File: config.mk
export PLATFORM = sky130hd
export DESIGN_NAME = letc_core_irq_sequencer_flat
export DESIGN_NICKNAME = d
export VERILOG_FILES = /design/src/rtl/letc_core_irq_sequencer_if.sv /design/src/rtl/letc_core_irq_sequencer.sv /design/src/flat_wrapper.sv
export SDC_FILE = /design/constraint.sdc
export NUM_CORES = 1
export LEC_CHECK = 0
export ABC_AREA = 1
export CORE_MARGIN = 2
export CORE_UTILIZATION = 35
export DETAILED_ROUTE_END_ITERATION = 8
export GPL_TIMING_DRIVEN = 0
export PLACE_DENSITY_LB_ADDON = 0.3
export SKIP_CTS_REPAIR_TIMING = 1
export SYNTH_ARGS = -nofsm -noshare
export SYNTH_HDL_FRONTEND = slang
export SYNTH_SLANG_ARGS = --single-unit
File: constraint.sdc
create_clock -name i_clk -period 2.5 [get_ports i_clk]
set_input_delay 0.375 -clock i_clk [delete_from_list [all_inputs] [get_ports i_clk]]
set_output_delay 0.375 -clock i_clk [all_outputs]
set_load 0.01 [all_outputs]
File: src/rtl/letc_core_irq_sequencer_if.sv
// Interrupt sequencer bundle: IRQ/enable/pipeline-status inputs and pipeline/CSR control outputs.
interface letc_core_irq_sequencer_if;
  logic        i_timer_irq_pending;
  logic        i_external_irq_pending;
  logic        i_mstatus_mie;
  logic        i_mie_mtie;
  logic        i_mie_meie;
  logic [5:0]  i_stage_valid;
  logic        i_trap_ack;
  logic        o_fetch_hold;
  logic [5:0]  o_stage_flush;
  logic        o_trap_req;
  logic [31:0] o_trap_cause;
  logic        o_fetch_redirect;
  logic        o_drain_timeout;

  // Pipeline / CSR side: drives status, receives control.
  modport master (
    output i_timer_irq_pending, i_external_irq_pending, i_mstatus_mie,
           i_mie_mtie, i_mie_meie, i_stage_valid, i_trap_ack,
    input  o_fetch_hold, o_stage_flush, o_trap_req, o_trap_cause,
           o_fetch_redirect, o_drain_timeout
  );

  // Sequencer side.
  modport slave (
    input  i_timer_irq_pending, i_external_irq_pending, i_mstatus_mie,
           i_mie_mtie, i_mie_meie, i_stage_valid, i_trap_ack,
    output o_fetch_hold, o_stage_flush, o_trap_req, o_trap_cause,
           o_fetch_redirect, o_drain_timeout
  );
endinterface

File: src/rtl/letc_core_irq_sequencer.sv
// Interrupt entry sequencer for the 6-stage LETC pipeline: hold fetch, squash
// the fetch stages, drain older work, request the trap CSR update, redirect.
module letc_core_irq_sequencer #(
  parameter int unsigned DRAIN_TIMEOUT = 64
) (
  input logic                         i_clk,
  input logic                         i_rst_n,
  letc_core_irq_sequencer_if.slave    bus
);

  localparam int unsigned CNT_W   = 16;
  localparam int unsigned CAUSE_W = 32;
  localparam int unsigned STAGES  = 6;

  localparam logic [CAUSE_W-1:0] CAUSE_EXT   = 32'h8000_000B;
  localparam logic [CAUSE_W-1:0] CAUSE_TIMER = 32'h8000_0007;
  localparam logic [STAGES-1:0]  FLUSH_FETCH = 6'b000011;
  localparam logic [STAGES-1:0]  OLDER_MASK  = 6'b111100;
  localparam logic [CNT_W-1:0]   CNT_MAX     = '1;
  localparam logic [CNT_W-1:0]   TIMEOUT_VAL = CNT_W'(DRAIN_TIMEOUT);

  typedef enum logic [1:0] {
    IDLE,
    DRAIN,
    TRAP,
    REDIRECT
  } state_t;

  state_t              state;
  logic [CNT_W-1:0]    drain_cnt;
  logic [CAUSE_W-1:0]  cause_q;
  logic                fetch_hold_q;
  logic [STAGES-1:0]   stage_flush_q;
  logic                trap_req_q;
  logic [CAUSE_W-1:0]  trap_cause_q;
  logic                fetch_redirect_q;
  logic                drain_timeout_q;

  logic                ext_c;
  logic                take_c;
  logic [CAUSE_W-1:0]  cause_c;
  logic                drained_c;
  logic [CNT_W-1:0]    cnt_inc_c;

  // Interrupt qualification, priority select, drain status and saturating count.
  always_comb begin
    ext_c     = bus.i_external_irq_pending & bus.i_mie_meie;
    take_c    = bus.i_mstatus_mie &
                (ext_c | (bus.i_timer_irq_pending & bus.i_mie_mtie));
    cause_c   = ext_c ? CAUSE_EXT : CAUSE_TIMER;
    drained_c = (bus.i_stage_valid & OLDER_MASK) == '0;
    cnt_inc_c = (drain_cnt == CNT_MAX) ? drain_cnt : drain_cnt + CNT_W'(1);
  end

  // Sequencer FSM; outputs are registered alongside the state they belong to.
  always_ff @(posedge i_clk) begin
    if (!i_rst_n) begin
      state            <= IDLE;
      drain_cnt        <= '0;
      cause_q          <= '0;
      fetch_hold_q     <= 1'b0;
      stage_flush_q    <= '0;
      trap_req_q       <= 1'b0;
      trap_cause_q     <= '0;
      fetch_redirect_q <= 1'b0;
      drain_timeout_q  <= 1'b0;
    end else begin
      case (state)
        IDLE: begin
          drain_cnt <= '0;
          if (take_c) begin
            state         <= DRAIN;
            cause_q       <= cause_c;
            fetch_hold_q  <= 1'b1;
            stage_flush_q <= FLUSH_FETCH;
          end
        end
        DRAIN: begin
          drain_cnt <= cnt_inc_c;
          if (cnt_inc_c >= TIMEOUT_VAL) begin
            drain_timeout_q <= 1'b1;
          end
          // Abort has priority over drained: MIE cleared or pending dropped.
          if (!take_c) begin
            state         <= IDLE;
            fetch_hold_q  <= 1'b0;
            stage_flush_q <= '0;
          end else if (drained_c) begin
            state        <= TRAP;
            cause_q      <= cause_c;
            trap_req_q   <= 1'b1;
            trap_cause_q <= cause_c;
          end
        end
        TRAP: begin
          trap_cause_q <= cause_q;
          if (bus.i_trap_ack) begin
            state            <= REDIRECT;
            trap_req_q       <= 1'b0;
            trap_cause_q     <= '0;
            fetch_redirect_q <= 1'b1;
          end
        end
        REDIRECT: begin
          // Always spend a full IDLE cycle so the CSR's cleared MIE is seen.
          state            <= IDLE;
          fetch_redirect_q <= 1'b0;
          fetch_hold_q     <= 1'b0;
          stage_flush_q    <= '0;
        end
        default: begin
          state            <= IDLE;
          fetch_hold_q     <= 1'b0;
          stage_flush_q    <= '0;
          trap_req_q       <= 1'b0;
          trap_cause_q     <= '0;
          fetch_redirect_q <= 1'b0;
        end
      endcase
    end
  end

  assign bus.o_fetch_hold     = fetch_hold_q;
  assign bus.o_stage_flush    = stage_flush_q;
  assign bus.o_trap_req       = trap_req_q;
  assign bus.o_trap_cause     = trap_cause_q;
  assign bus.o_fetch_redirect = fetch_redirect_q;
  assign bus.o_drain_timeout  = drain_timeout_q;

endmodule
File: src/flat_wrapper.sv
// flat-port wrapper written by rule: the top's interface ports become plain ports
module letc_core_irq_sequencer_flat 
#(
  parameter int unsigned DRAIN_TIMEOUT = 64
)
  (i_clk, i_rst_n, bus_i_timer_irq_pending, bus_i_external_irq_pending, bus_i_mstatus_mie, bus_i_mie_mtie, bus_i_mie_meie, bus_i_stage_valid, bus_i_trap_ack, bus_o_fetch_hold, bus_o_stage_flush, bus_o_trap_req, bus_o_trap_cause, bus_o_fetch_redirect, bus_o_drain_timeout);
  letc_core_irq_sequencer_if bus_i ();
  input logic i_clk;
  input logic i_rst_n;
  input wire logic [$bits(bus_i.i_timer_irq_pending)-1:0] bus_i_timer_irq_pending;
  input wire logic [$bits(bus_i.i_external_irq_pending)-1:0] bus_i_external_irq_pending;
  input wire logic [$bits(bus_i.i_mstatus_mie)-1:0] bus_i_mstatus_mie;
  input wire logic [$bits(bus_i.i_mie_mtie)-1:0] bus_i_mie_mtie;
  input wire logic [$bits(bus_i.i_mie_meie)-1:0] bus_i_mie_meie;
  input wire logic [$bits(bus_i.i_stage_valid)-1:0] bus_i_stage_valid;
  input wire logic [$bits(bus_i.i_trap_ack)-1:0] bus_i_trap_ack;
  output wire logic [$bits(bus_i.o_fetch_hold)-1:0] bus_o_fetch_hold;
  output wire logic [$bits(bus_i.o_stage_flush)-1:0] bus_o_stage_flush;
  output wire logic [$bits(bus_i.o_trap_req)-1:0] bus_o_trap_req;
  output wire logic [$bits(bus_i.o_trap_cause)-1:0] bus_o_trap_cause;
  output wire logic [$bits(bus_i.o_fetch_redirect)-1:0] bus_o_fetch_redirect;
  output wire logic [$bits(bus_i.o_drain_timeout)-1:0] bus_o_drain_timeout;
  assign bus_i.i_timer_irq_pending = bus_i_timer_irq_pending;
  assign bus_i.i_external_irq_pending = bus_i_external_irq_pending;
  assign bus_i.i_mstatus_mie = bus_i_mstatus_mie;
  assign bus_i.i_mie_mtie = bus_i_mie_mtie;
  assign bus_i.i_mie_meie = bus_i_mie_meie;
  assign bus_i.i_stage_valid = bus_i_stage_valid;
  assign bus_i.i_trap_ack = bus_i_trap_ack;
  assign bus_o_fetch_hold = bus_i.o_fetch_hold;
  assign bus_o_stage_flush = bus_i.o_stage_flush;
  assign bus_o_trap_req = bus_i.o_trap_req;
  assign bus_o_trap_cause = bus_i.o_trap_cause;
  assign bus_o_fetch_redirect = bus_i.o_fetch_redirect;
  assign bus_o_drain_timeout = bus_i.o_drain_timeout;
  letc_core_irq_sequencer #(.DRAIN_TIMEOUT(DRAIN_TIMEOUT)) u_core (.i_clk(i_clk), .i_rst_n(i_rst_n), .bus(bus_i));
endmodule
==> impl_summary.md <==
STA
Setup violations remaining at the end of the flow were counted as 0. The final number of hold-violating endpoints is 0. For the pin with the worst max-slew slack, the measured transition is 0.510 ns. In the post-route analysis, the smallest setup slack over all paths is 0.707 ns. Measured against its own limit, the worst slew margin works out to 66.0%. Setup repair after global routing left no endpoint under its margin.

The worst-case clock skew is 0.00883 ns. The clock period minus worst slack is 1.79 ns. The final-layout setup total negative slack is 0 ns. The number of max-slew violations in the final report is 0. After layout, the worst path uses 71.7% of the clock period.

Timing would allow up to 558 MHz.

Global route
The number of global-route vias before repair is 1694. The overall fraction of global-route tracks in use is 14.1%. The first global-routing pass estimated 7.27 mm of wire.

The initial antenna violation count is 0. The maximum number of pins on one net before global-route repair is 17. After global routing the overflow that remains totals 0.

Route
The routed layout has 1861 vias. For this block, the routed nets add up to 4.03 mm of wire. The routed length per instance is 9.41 µm.

The residual antenna-violating net count after detailed routing is 0. The mean number of vias per cell is 4.35. The DRC violation total after the first TritonRoute iteration is 83.

After detailed routing, the number of remaining DRC violations is 0. The first TritonRoute pass finished after 4 iterations.

Power and ir drop
Registers are responsible for 42.5% of the overall power. In this run switching power makes up 28.0% of total power. In this run, the clock network consumes 32.6% of the power. In this run, the combinational gates consume 24.9% of the power. The largest voltage drop on the vdd net is 249 µV.

The internal portion of the total power is 0.817 mW. Summed over all nets, the switching power comes to 0.318 mW. In this run the static leakage power is 1.13 nW. The power per cell area is 461 nW/µm².

CTS
The clock passes through at most 2 buffers. The deepest level of the CTS H-tree is 1. The CTS sink count is 28. At the later pin of the worst-skew pair, clock insertion delay measures 0.28 ns. The CTS tree is done. The clock edge transition at the registers on the reported setup and hold paths is 0.11 ns. Clock tree synthesis inserted a total of 3 buffers. The cell at the root of the clock tree is clkbuf_8.

Critical path
The critical path's slowest cell is dfxtp_1. The signal on the critical path passes through ha_1 -> nand3_2 -> nor2_2 -> xnor2_1 -> nand2_1 -> nor2_1 -> nand2_1 -> nor2_1 -> nand2_1 -> nand2_1 -> a21oi_2. The critical path data required time is 2.66 ns. The number of buffers and inverters on the critical path is 0.

The worst setup path is captured at a flip-flop. The worst endpoint data arrival time is 1.95 ns. The worst stage delay on the critical path is 0.43 ns. The highest net fanout along the worst path is 5.

The kind of critical path is flip-flop to flip-flop. The worst setup path is launched from a flip-flop. The most numerous cell on the critical path is nand2_1. The kind of cell adding the most delay to the critical path is simple AND/OR/NAND/NOR gates.

Job
The tool flagged a number of max-cap violations equal to 0.

Final layout
The flip-flop and latch area is 561 µm². The number of antenna diodes in the final layout is 0. From synthesis to final layout, the design area changed by 25.1%.

At the end of the flow, the number of nets in the layout was 376. The area occupied by multi-input gates is 1100 µm². Of the cells placed in the final design, the portion with a size suffix greater than 1 is 17.4%. Counting the fill cells in the layout gives 609.

Logic synthesis
The average size of a mapped cell is 6.56 µm². The flop and latch count out of synthesis is 28. After synthesis, the netlist uses 33 different library cells. The synthesized netlist occupies a cell area of 1970 µm². The number of warning messages in the yosys log is 0. The post-synthesis instance total is 300. Summing the sequential cell areas from Yosys gives 28.5% of the chip area.

Worst hold path
The worst hold path belongs to the class flip-flop to flip-flop.

Placement
The pre-CTS worst setup slack is 0.572 ns. The congestion estimate from routability-driven global placement came to 0.851. The HPWL after detailed placement is 3.28 mm.

Input and output buffers added on the ports amount to 22.

Floorplan
After floorplanning, the core was sized to cover 5470 µm². The initial utilization of the core area, before any placement, comes to 36.0%. The floorplan row count is 27. The count of boundary I/O pins is 56. The overall die area is 6240 µm². The floorplan step set the die height to 79.0 µm. The floorplan die width is 79.0 µm.

Outcome
The run finished with clean final reports.
power groups by stage:
stage / Sequential [mW] / Combinational [mW] / Clock, mW
after floorplan: 0.495 / 0.187 / 0
after global placement: 0.492 / 0.281 / 0
after detailed placement: 0.493 / 0.283 / 0
after CTS: 0.482 / 0.283 / 0.374
after global routing: 0.485 / 0.318 / 0.390
final: 0.482 / 0.283 / 0.370
final timing paths:
kind | startpoint | end | slack [ns] | depth (start not counted)
worst max-delay path | u_core.drain_cnt[0] | u_core.bus.o_drain_timeout | 0.71 | 11
worst min-delay path | u_core.cause_q[1] | u_core.cause_q[1] | 0.47 | 2
worst max register to register | u_core.drain_cnt[0] | u_core.bus.o_drain_timeout | 0.71 | 11
worst min register to register | u_core.cause_q[1] | u_core.cause_q[1] | 0.47 | 2
cell families after synthesis:
group,after synthesis,share of synthesized area (%)
XOR/XNOR,1,0.445
flip-flops,28,28.5
buffers and inverters,76,21.4
adder cells (fa/ha/maj),5,3.18
AND/OR/NAND/NOR,149,34.6
AO/OA/AOI/OAI,40,11.6
other,1,0.191
worst reg2reg max path: cells and delay by family, from the launching register on:
family                     cells  cell delay, ns
xor gates and xnor gates       1            0.14
DFF                            1            0.43
adders and majority gates      1            0.30
and+or+nand+nor                8            0.75
AOI/OAI and AO/OA              1            0.05
synth_stat cells (all sizes together):
cell type | n | share of area [%]
nand4 | 8 | 2.5
nand3 | 15 | 4.1
nor3 | 4 | 1.3
nor3b | 1 | 0.38
and3 | 1 | 0.32
a221oi | 2 | 1.2
nand2 | 88 | 18
o21ai | 11 | 2.8
o22ai | 1 | 0.32
xnor2 | 1 | 0.45
inv | 35 | 6.7
ha | 5 | 3.2
or2 | 1 | 0.32
a31oi | 2 | 0.64
conb | 1 | 0.19
dfxtp | 28 | 28
clkbuf | 4 | 0.76
buf | 36 | 14
a21oi | 21 | 5.5
a211oi | 2 | 0.76
o211ai | 1 | 0.38
clkinv | 1 | 0.25
nor2 | 31 | 7.8
cell type report:
class	instances	share of cell area, %
Multi-Input combinational cell	226	44.6
Sequential cell	28	22.8
Buffer	40	11.6
Timing Repair Buffer	22	8.94
Inverter	36	5.54
Tap cell	72	3.66
Clock buffer	3	1.68
Clock inverter	1	1.22
layer usage:
layer  routed length (µm)  GRT usage, %
met1                 1870          17.9
met2                 1940          25.0
met3                  188          2.05
met4                   32          3.62
met5                    0             0
through the flow:
stage	hold slack [ns]	utilization, %	cells	instance area, µm²	total power, mW
3_3_place_gp	0.446	43.7	424	2390	0.773
2_1_floorplan	0.431	-	330	2080	0.682
6_report	0.466	45.0	428	2460	1.13
5_1_grt	0.490	45.0	428	2460	1.19
3_5_place_dp	0.456	43.7	424	2390	0.775
4_1_cts	0.471	45.0	428	2460	1.14
cell usage in the layout, fill, tap and decap left out, types with 2 or more instances in the layout:
cell type / count
nand4_1: 8
nor2_1: 22
a21oi_1: 20
dfxtp_1: 28
inv_1: 32
a211oi_1: 2
nand2_4: 2
o21ai_0: 10
clkdlybuf4s50_1: 22
nand2_1: 83
nor2_4: 3
ha_1: 5
nor2_2: 6
clkbuf_1: 4
nand3_1: 14
clkbuf_8: 3
a31oi_1: 2
buf_4: 36
nor3_1: 3
inv_2: 3
nand2_2: 3
conb_1: 31
state kept, by name, summed over array words and instances (netlist names), named ones only:
signal and count:
u_core.bus.o_drain_timeout 1, u_core.bus.o_fetch_redirect 1, u_core.bus.o_stage_flush 1, u_core.bus.o_trap_cause 3, u_core.bus.o_trap_req 1, u_core.cause_q 3
u_core.drain_cnt 16, u_core.state 1
No activity file was read; power rests on OpenSTA's default activity.
